--- src/rtl/fnorm32.sv ---
`default_nettype none
// ============================================================================
//  Module   : fnorm32
//  Purpose  : Three-stage normalize / round / pack pipeline that turns an
//             unnormalized sign-exponent-magnitude result into an IEEE-754
//             binary32 word with overflow, underflow and inexact flags.
//  Options  : FNORM32_SUBNORM_EN - when defined, tiny results are delivered
//             as subnormals instead of being flushed to signed zero.
//  Revision : 1.0 - initial release
// ============================================================================
module fnorm32 (
  input  logic        clk,
  input  logic        rst_n,
  input  logic        in_valid,
  output logic        in_ready,
  input  logic        in_sign,
  input  logic [9:0]  in_exp,
  input  logic [27:0] in_man,
  output logic        out_valid,
  input  logic        out_ready,
  output logic [31:0] out_res,
  output logic        out_ovf,
  output logic        out_unf,
  output logic        out_inexact
);

  localparam logic signed [10:0] c_exp_inf  = 11'sd255;
  localparam logic signed [10:0] c_exp_zero = 11'sd0;
  localparam logic signed [10:0] c_exp_one  = 11'sd1;

  // --------------------------------------------------------------------------
  // Global pipeline enable: every stage moves together whenever the output
  // register is empty or being drained this cycle.
  // --------------------------------------------------------------------------
  logic w_advance;
  logic r_out_vld;

  assign w_advance = !r_out_vld || out_ready;
  assign in_ready  = w_advance;

  // --------------------------------------------------------------------------
  // Stage 1 : normalize so that the hidden bit sits at bit 26
  // --------------------------------------------------------------------------
  logic signed [10:0] w_in_exp_x;
  logic [4:0]         w_lz;
  logic [26:0]        w_n1_man;
  logic signed [10:0] w_n1_exp;
  logic               w_n1_zero;

  assign w_in_exp_x = {in_exp[9], in_exp};

  // Leading-zero count above the hidden-bit position; the highest set bit wins.
  always_comb begin
    w_lz = 5'd0;
    for (int i = 0; i <= 26; i++) begin
      if (in_man[i]) begin
        w_lz = 5'(26 - i);
      end
    end
  end

  // Carry case shifts right keeping the lost bit as sticky, else shift left.
  always_comb begin
    w_n1_zero = (in_man == 28'd0);
    if (in_man[27]) begin
      w_n1_man = {in_man[27:2], in_man[1] | in_man[0]};
      w_n1_exp = w_in_exp_x + c_exp_one;
    end else begin
      w_n1_man = in_man[26:0] << w_lz;
      w_n1_exp = w_in_exp_x - $signed({6'd0, w_lz});
    end
  end

  logic               r_s1_vld;
  logic               r_s1_sign;
  logic               r_s1_zero;
  logic signed [10:0] r_s1_exp;
  logic [26:0]        r_s1_man;

  // Stage 1 register: captures the normalized operand when the pipe advances.
  always_ff @(posedge clk or negedge rst_n) begin
    if (!rst_n) begin
      r_s1_vld  <= 1'b0;
      r_s1_sign <= 1'b0;
      r_s1_zero <= 1'b0;
      r_s1_exp  <= 11'sd0;
      r_s1_man  <= 27'd0;
    end else if (w_advance) begin
      r_s1_vld  <= in_valid;
      r_s1_sign <= in_sign;
      r_s1_zero <= w_n1_zero;
      r_s1_exp  <= w_n1_exp;
      r_s1_man  <= w_n1_man;
    end
  end

  // --------------------------------------------------------------------------
  // Stage 2 : optional denormalizing shift, then round-to-nearest-even
  // --------------------------------------------------------------------------
  logic [26:0] w_r2_man;
  logic        w_r2_sub;

`ifdef FNORM32_SUBNORM_EN
  logic signed [10:0] w_sub_dist;
  logic [4:0]         w_sub_sh;
  logic [26:0]        w_sub_lost;

  // Tiny values are re-aligned to the subnormal scale; lost bits fold into sticky.
  always_comb begin
    w_sub_dist = c_exp_one - r_s1_exp;
    w_sub_sh   = (w_sub_dist > 11'sd26) ? 5'd26 : w_sub_dist[4:0];
    w_sub_lost = r_s1_man & ~(27'h7FFFFFF << w_sub_sh);
    w_r2_sub   = !r_s1_zero && (r_s1_exp <= c_exp_zero);
    if (w_r2_sub) begin
      w_r2_man = (r_s1_man >> w_sub_sh) | {26'd0, |w_sub_lost};
    end else begin
      w_r2_man = r_s1_man;
    end
  end
`else
  assign w_r2_sub = 1'b0;
  assign w_r2_man = r_s1_man;
`endif

  logic        w_guard;
  logic        w_sticky;
  logic        w_rnd_up;
  logic        w_r2_inexact;
  logic [24:0] w_r2_rnd;

  // Round to nearest, ties to even, on the three bits below the fraction LSB.
  always_comb begin
    w_guard      = w_r2_man[2];
    w_sticky     = |w_r2_man[1:0];
    w_rnd_up     = w_guard & (w_sticky | w_r2_man[3]);
    w_r2_inexact = |w_r2_man[2:0];
    w_r2_rnd     = {1'b0, w_r2_man[26:3]} + {24'd0, w_rnd_up};
  end

  logic               r_s2_vld;
  logic               r_s2_sign;
  logic               r_s2_zero;
  logic               r_s2_sub;
  logic               r_s2_inexact;
  logic signed [10:0] r_s2_exp;
  logic [24:0]        r_s2_man;

  // Stage 2 register: holds the rounded significand and its inexact status.
  always_ff @(posedge clk or negedge rst_n) begin
    if (!rst_n) begin
      r_s2_vld     <= 1'b0;
      r_s2_sign    <= 1'b0;
      r_s2_zero    <= 1'b0;
      r_s2_sub     <= 1'b0;
      r_s2_inexact <= 1'b0;
      r_s2_exp     <= 11'sd0;
      r_s2_man     <= 25'd0;
    end else if (w_advance) begin
      r_s2_vld     <= r_s1_vld;
      r_s2_sign    <= r_s1_sign;
      r_s2_zero    <= r_s1_zero;
      r_s2_sub     <= w_r2_sub;
      r_s2_inexact <= w_r2_inexact;
      r_s2_exp     <= r_s1_exp;
      r_s2_man     <= w_r2_rnd;
    end
  end

  // --------------------------------------------------------------------------
  // Stage 3 : absorb rounding carry, classify range, pack the word
  // --------------------------------------------------------------------------
  logic signed [10:0] w_p3_exp;
  logic [22:0]        w_p3_frac;
  logic [31:0]        w_p3_res;
  logic               w_p3_ovf;
  logic               w_p3_unf;
  logic               w_p3_inexact;

  // Priority: zero, subnormal, overflow, flush-to-zero, then a normal number.
  always_comb begin
    w_p3_res     = 32'd0;
    w_p3_ovf     = 1'b0;
    w_p3_unf     = 1'b0;
    w_p3_inexact = 1'b0;
    if (r_s2_man[24]) begin
      w_p3_exp  = r_s2_exp + c_exp_one;
      w_p3_frac = r_s2_man[23:1];
    end else begin
      w_p3_exp  = r_s2_exp;
      w_p3_frac = r_s2_man[22:0];
    end
    if (r_s2_zero) begin
      w_p3_res = {r_s2_sign, 31'd0};
    end else if (r_s2_sub) begin
      // Bit 23 of the rounded value lands on the exponent LSB, so a carry
      // out of the subnormal range naturally encodes exponent field 1.
      w_p3_res     = {r_s2_sign, 7'd0, r_s2_man[23:0]};
      w_p3_unf     = r_s2_inexact;
      w_p3_inexact = r_s2_inexact;
    end else if (w_p3_exp >= c_exp_inf) begin
      w_p3_res     = {r_s2_sign, 8'hFF, 23'd0};
      w_p3_ovf     = 1'b1;
      w_p3_inexact = 1'b1;
    end else if (w_p3_exp <= c_exp_zero) begin
      w_p3_res     = {r_s2_sign, 31'd0};
      w_p3_unf     = 1'b1;
      w_p3_inexact = 1'b1;
    end else begin
      w_p3_res     = {r_s2_sign, w_p3_exp[7:0], w_p3_frac};
      w_p3_inexact = r_s2_inexact;
    end
  end

  logic [31:0] r_out_res;
  logic        r_out_ovf;
  logic        r_out_unf;
  logic        r_out_inexact;

  // Output register: result and flags hold while downstream stalls.
  always_ff @(posedge clk or negedge rst_n) begin
    if (!rst_n) begin
      r_out_vld     <= 1'b0;
      r_out_res     <= 32'd0;
      r_out_ovf     <= 1'b0;
      r_out_unf     <= 1'b0;
      r_out_inexact <= 1'b0;
    end else if (w_advance) begin
      r_out_vld     <= r_s2_vld;
      r_out_res     <= w_p3_res;
      r_out_ovf     <= w_p3_ovf;
      r_out_unf     <= w_p3_unf;
      r_out_inexact <= w_p3_inexact;
    end
  end

  assign out_valid   = r_out_vld;
  assign out_res     = r_out_res;
  assign out_ovf     = r_out_ovf;
  assign out_unf     = r_out_unf;
  assign out_inexact = r_out_inexact;

endmodule
`default_nettype wire

--- config.mk ---
export PLATFORM = sky130hd
export DESIGN_NAME = fnorm32
export DESIGN_NICKNAME = d
export VERILOG_FILES = /design/src/rtl/fnorm32.sv
export SDC_FILE = /design/constraint.sdc
export NUM_CORES = 1
export LEC_CHECK = 0
export ABC_AREA = 1
export BUFFER_PORTS_ARGS = -buffer_cell sky130_fd_sc_hd__clkbuf_2
export CAP_MARGIN = 25
export CORE_MARGIN = 8
export CORE_UTILIZATION = 44
export CTS_BUF_LIST = sky130_fd_sc_hd__clkbuf_4
export DETAILED_ROUTE_END_ITERATION = 10
export PLACE_DENSITY = 0.73
export REMOVE_ABC_BUFFERS = 1
export SYNTH_ARGS = -nofsm -noshare
export SYNTH_HDL_FRONTEND = slang
export SYNTH_SLANG_ARGS = --single-unit
export TNS_END_PERCENT = 10
--- constraint.sdc ---
create_clock -name clk -period 4.6 [get_ports clk]
set_clock_uncertainty 0.2 [all_clocks]
set_input_delay 0.92 -clock clk [delete_from_list [all_inputs] [get_ports clk]]
set_output_delay 0.92 -clock clk [all_outputs]
set_load 0.005 [all_outputs]
==> run_results.csv <==
group,metric,value,unit
floorplanning,die_area,21600,sq um
run,cap_violations,0,
finish,filler_cell_count,1792,
worst_setup_path,slowest_delay,0.48,ns
worst_setup_path,worstSetupPathType,"input port to flop",
global_routing,antenna_found_initial,1,
synthesis,syn_area_per_cell,6.91,sq um
drt,drt_wl_total,21800,um
hold_path,timing.hold.worst_path_depth,2,
clock_tree,cts-hold-fix-buffers,0,
clock_tree,cts.path.max_buffers,2,
hold_path,hold_crit_path_type,"flop to flop",
worst_setup_path,number_of_cell_instances_on_the_worst_register_to_register_path,19,
timing,fin_ws,0.419,ns
synthesis,syn_inst,1092,
drt,detail-route-antenna-nets,0,
synthesis,synth_enable_flop_cells,0,
worst_setup_path,crit_path_end_kind,"flop",
synthesis,synth.ff_latch_count,117,
synthesis,ys_top_cells_by_area,"dfrtp_1, nand2_1, nand3_1, o21ai_0, inv_1",
synthesis,synth.cell_area,7550,sq um
drt,detail_route.vias_per_cell,5.34,
floorplanning,design.portCount,80,
power_and_ir_drop,static-leakage-power,4.45,nW
drt,initialDrtViolationCount,655,
timing,setup_viol,0,
power_and_ir_drop,peak_supply_drop,191,uV
worst_setup_path,startpoint_kind_of_the_worst_setup_timing_path,"input port",
worst_setup_path,cp_common_cell,"nand2_1",
clock_tree,cts_max_level,4,
timing,report.final.hold_viol_count,0,
worst_setup_path,cp.arrival,4.36,ns
floorplanning,fp-row-count,48,
timing,max_freq,0.239,GHz
power_and_ir_drop,power_per_cell_area,450,nW/um^2
global_routing,grtUsageTotal,0.205,
timing,rsz0062_at_grt,"no",
hold_path,timing.hold.worst_endpoint,"out_valid",
floorplanning,floorplan.die.height,147,um
hold_path,timing.hold.worst.start,"r_s2_vld",
synthesis,post-synth-top-area-cell,"dfrtp_1",
timing,min_period_over_period,0.909,
synthesis,postSynth.asyncResetShare,1.00,
placed_design,place.detailed.hpwl,16400,um
placed_design,place_congestion,0.972,
global_routing,first_global_vias,7150,
drt,drc_errors,0,
global_routing,global_route_wire_length_before_repair,36300,um
worst_setup_path,reg2reg_setup_slack,1.24,ns
synthesis,yosys_warnings,0,
finish,layout.cells.non_filler,1429,
drt,num_vias,7627,
finish,area_delta_synth_final,15.5,%
worst_setup_path,r2r_end,"out_inexact",
timing,timing_worst_slew_pin_value,0.912,ns
synthesis,netlist-cell-type-count,39,
floorplanning,dieWidth,147,um
drt,drt_pass1_iterations,5,
outcome,outcome,"completed",
synthesis,commonest_cells_in_the_synthesized_netlist,"nand2_1, nand3_1, dfrtp_1",
drt,route.detailed.wl_per_inst,15.3,um
timing,fin_crit,4.18,ns
clock_tree,cts.clk_slew.worst_paths,0.10,ns
timing,worst_slew_margin_rel,0.392,
clock_tree,cts_tree,"built",
global_routing,grt_start_max_net_pins,89,
synthesis,synthDominantCellAreaShare,0.388,
global_routing,grt.overflow.total,0,
worst_setup_path,r2r-start,"r_s2_exp[0]",
worst_setup_path,timing.critical_path.buf_inv,2,
worst_setup_path,crit_path_top_delay_cell,"fa_1",
worst_setup_path,cpLargestDelayFamily,"simple AND/OR/NAND/NOR gates",
finish,finalNetCount,1248,
synthesis,most_used_standard_cell_by_instance_count_after_synthesis,"nand2_1",
clock_tree,cts.sinks,117,
floorplanning,core_area,17100,sq um
worst_setup_path,crit_path_max_fanout,4,
placed_design,post-place-cells,1396,
synthesis,synth_seq_area_share,0.388,
worst_setup_path,cp_data_required_time,4.78,ns
placed_design,buffer_ports.inserted,79,
synthesis,synth_flop_cell,"dfrtp_1",
placed_design,dpl_worst_slack,-0.179,ns
clock_tree,cts_root_buffer,"clkbuf_4",
worst_setup_path,timing.critical_path.from,"in_man[2]",
clock_tree,number_of_buffers_created_by_cts,17,
timing,finalMaxSlewViolations,0,
clock_tree,worstSkewPairLatency,0.52,ns
floorplanning,initial_utilization,0.443,
finish,drive_above_1_share,0.145,
-- through the flow --
stage | instance area (sq um) | hold WS (ns) | power, mW | util | setup TNS (ns)
after CTS | 8700 | 0.264 | 3.96 | 0.510 | 0
after global placement | 8400 | 0.228 | 3.10 | 0.492 | -0.0773
after floorplan | 7330 | 0.220 | 2.59 | - | -160.55
after detailed placement | 8400 | 0.237 | 3.15 | 0.492 | -0.297
after global routing | 8720 | 0.298 | 4.28 | 0.511 | 0
final | 8720 | 0.254 | 3.92 | 0.511 | 0
-- per-layer routing --
layer	track usage	vias to the layer above	wire [um]
li1	-	3814	-
met1	0.285	3480	10200
met2	0.318	292	9850
met3	0.0277	41	1270
met4	0.0765	0	493
met5	0	-	0
-- logic make-up after synthesis --
family | count (synthesis) | synth area share
xor+xnor | 26 | 0.0302
flops | 117 | 0.388
simple gates | 583 | 0.327
compound gates | 188 | 0.143
fa+ha+maj | 15 | 0.0258
buf+inv | 163 | 0.0862
-- flip-flops by register name (all words and copies together) (netlist names) --
name	count
out_unf	1
r_s1_sign	1
r_s2_inexact	1
out_res	32
out_ovf	1
out_inexact	1
r_s1_vld	1
r_s1_exp	11
r_s2_sign	1
r_s1_man	27
r_s2_zero	1
r_s2_vld	1
r_s2_exp	11
out_valid	1
r_s2_man	25
r_s1_zero	1
-- power breakdown --
part / switching [mW] / internal (mW) / total [mW]
sequential: 0.260 / 1.43 / 1.69
clock: 0.413 / 0.381 / 0.794
combinational: 0.907 / 0.538 / 1.44
total: 1.58 / 2.35 / 3.92
-- worst register-to-register path, cell delays in order, from the launching register on --
cell      delay [ns]
dfrtp_1         0.43
ha_1            0.16
inv_1           0.04
nor3_1          0.13
inv_1           0.08
nor2_1          0.15
nand3_1         0.14
nor2_1          0.12
nand2_1         0.09
nor2_1          0.12
xor2_1          0.11
inv_1           0.12
nand2_1         0.06
inv_1           0.06
nand2_1         0.05
nor2_1          0.13
nand4_1         0.15
nand2_1         0.61
inv_1           0.13
o211ai_1        0.20
-- layout make-up --
type	count	area, sq um	share of cell area
Antenna cell	1	2.50	0.000287
Clock buffer	17	128	0.0146
Clock inverter	15	180	0.0207
Inverter	114	428	0.0491
Multi-Input combinational cell	812	3990	0.458
Sequential cell	117	2930	0.336
Tap cell	225	282	0.0323
Timing Repair Buffer	128	778	0.0893
-- worst max path at each step --
stage / to / cells past startpoint
floorplan: in_ready / 2
global placement: r_s1_exp[10] / 42
detailed placement: r_s1_exp[10] / 42
CTS: r_s1_exp[10] / 42
global route: r_s1_exp[10] / 39
finish: r_s1_exp[10] / 39
-- placed cells by master, fill, tap and decap left out, types with 4 or more instances in the layout --
cell and count:
clkbuf_2 78, o22ai_1 7, dfrtp_1 117, xnor2_1 4
a22oi_1 6, clkbuf_4 17, inv_2 4, nand2_1 311
nand4_1 7, nor3_1 15, xor2_1 22, nor2_1 88
clkinv_4 5, inv_1 109, nand3_1 147, o31ai_1 25
o21ai_1 5, ha_1 14, nand3b_1 5, buf_4 49
a31oi_1 4, o21ai_0 87, o211ai_1 6, a21oi_1 40
-- repair_timing --
action	in CTS	in global routing
buffers inserted	0	0
endpoints found under the setup margin	0	1
gates resized for setup	0	2
Power figures use the tool's default switching activity.
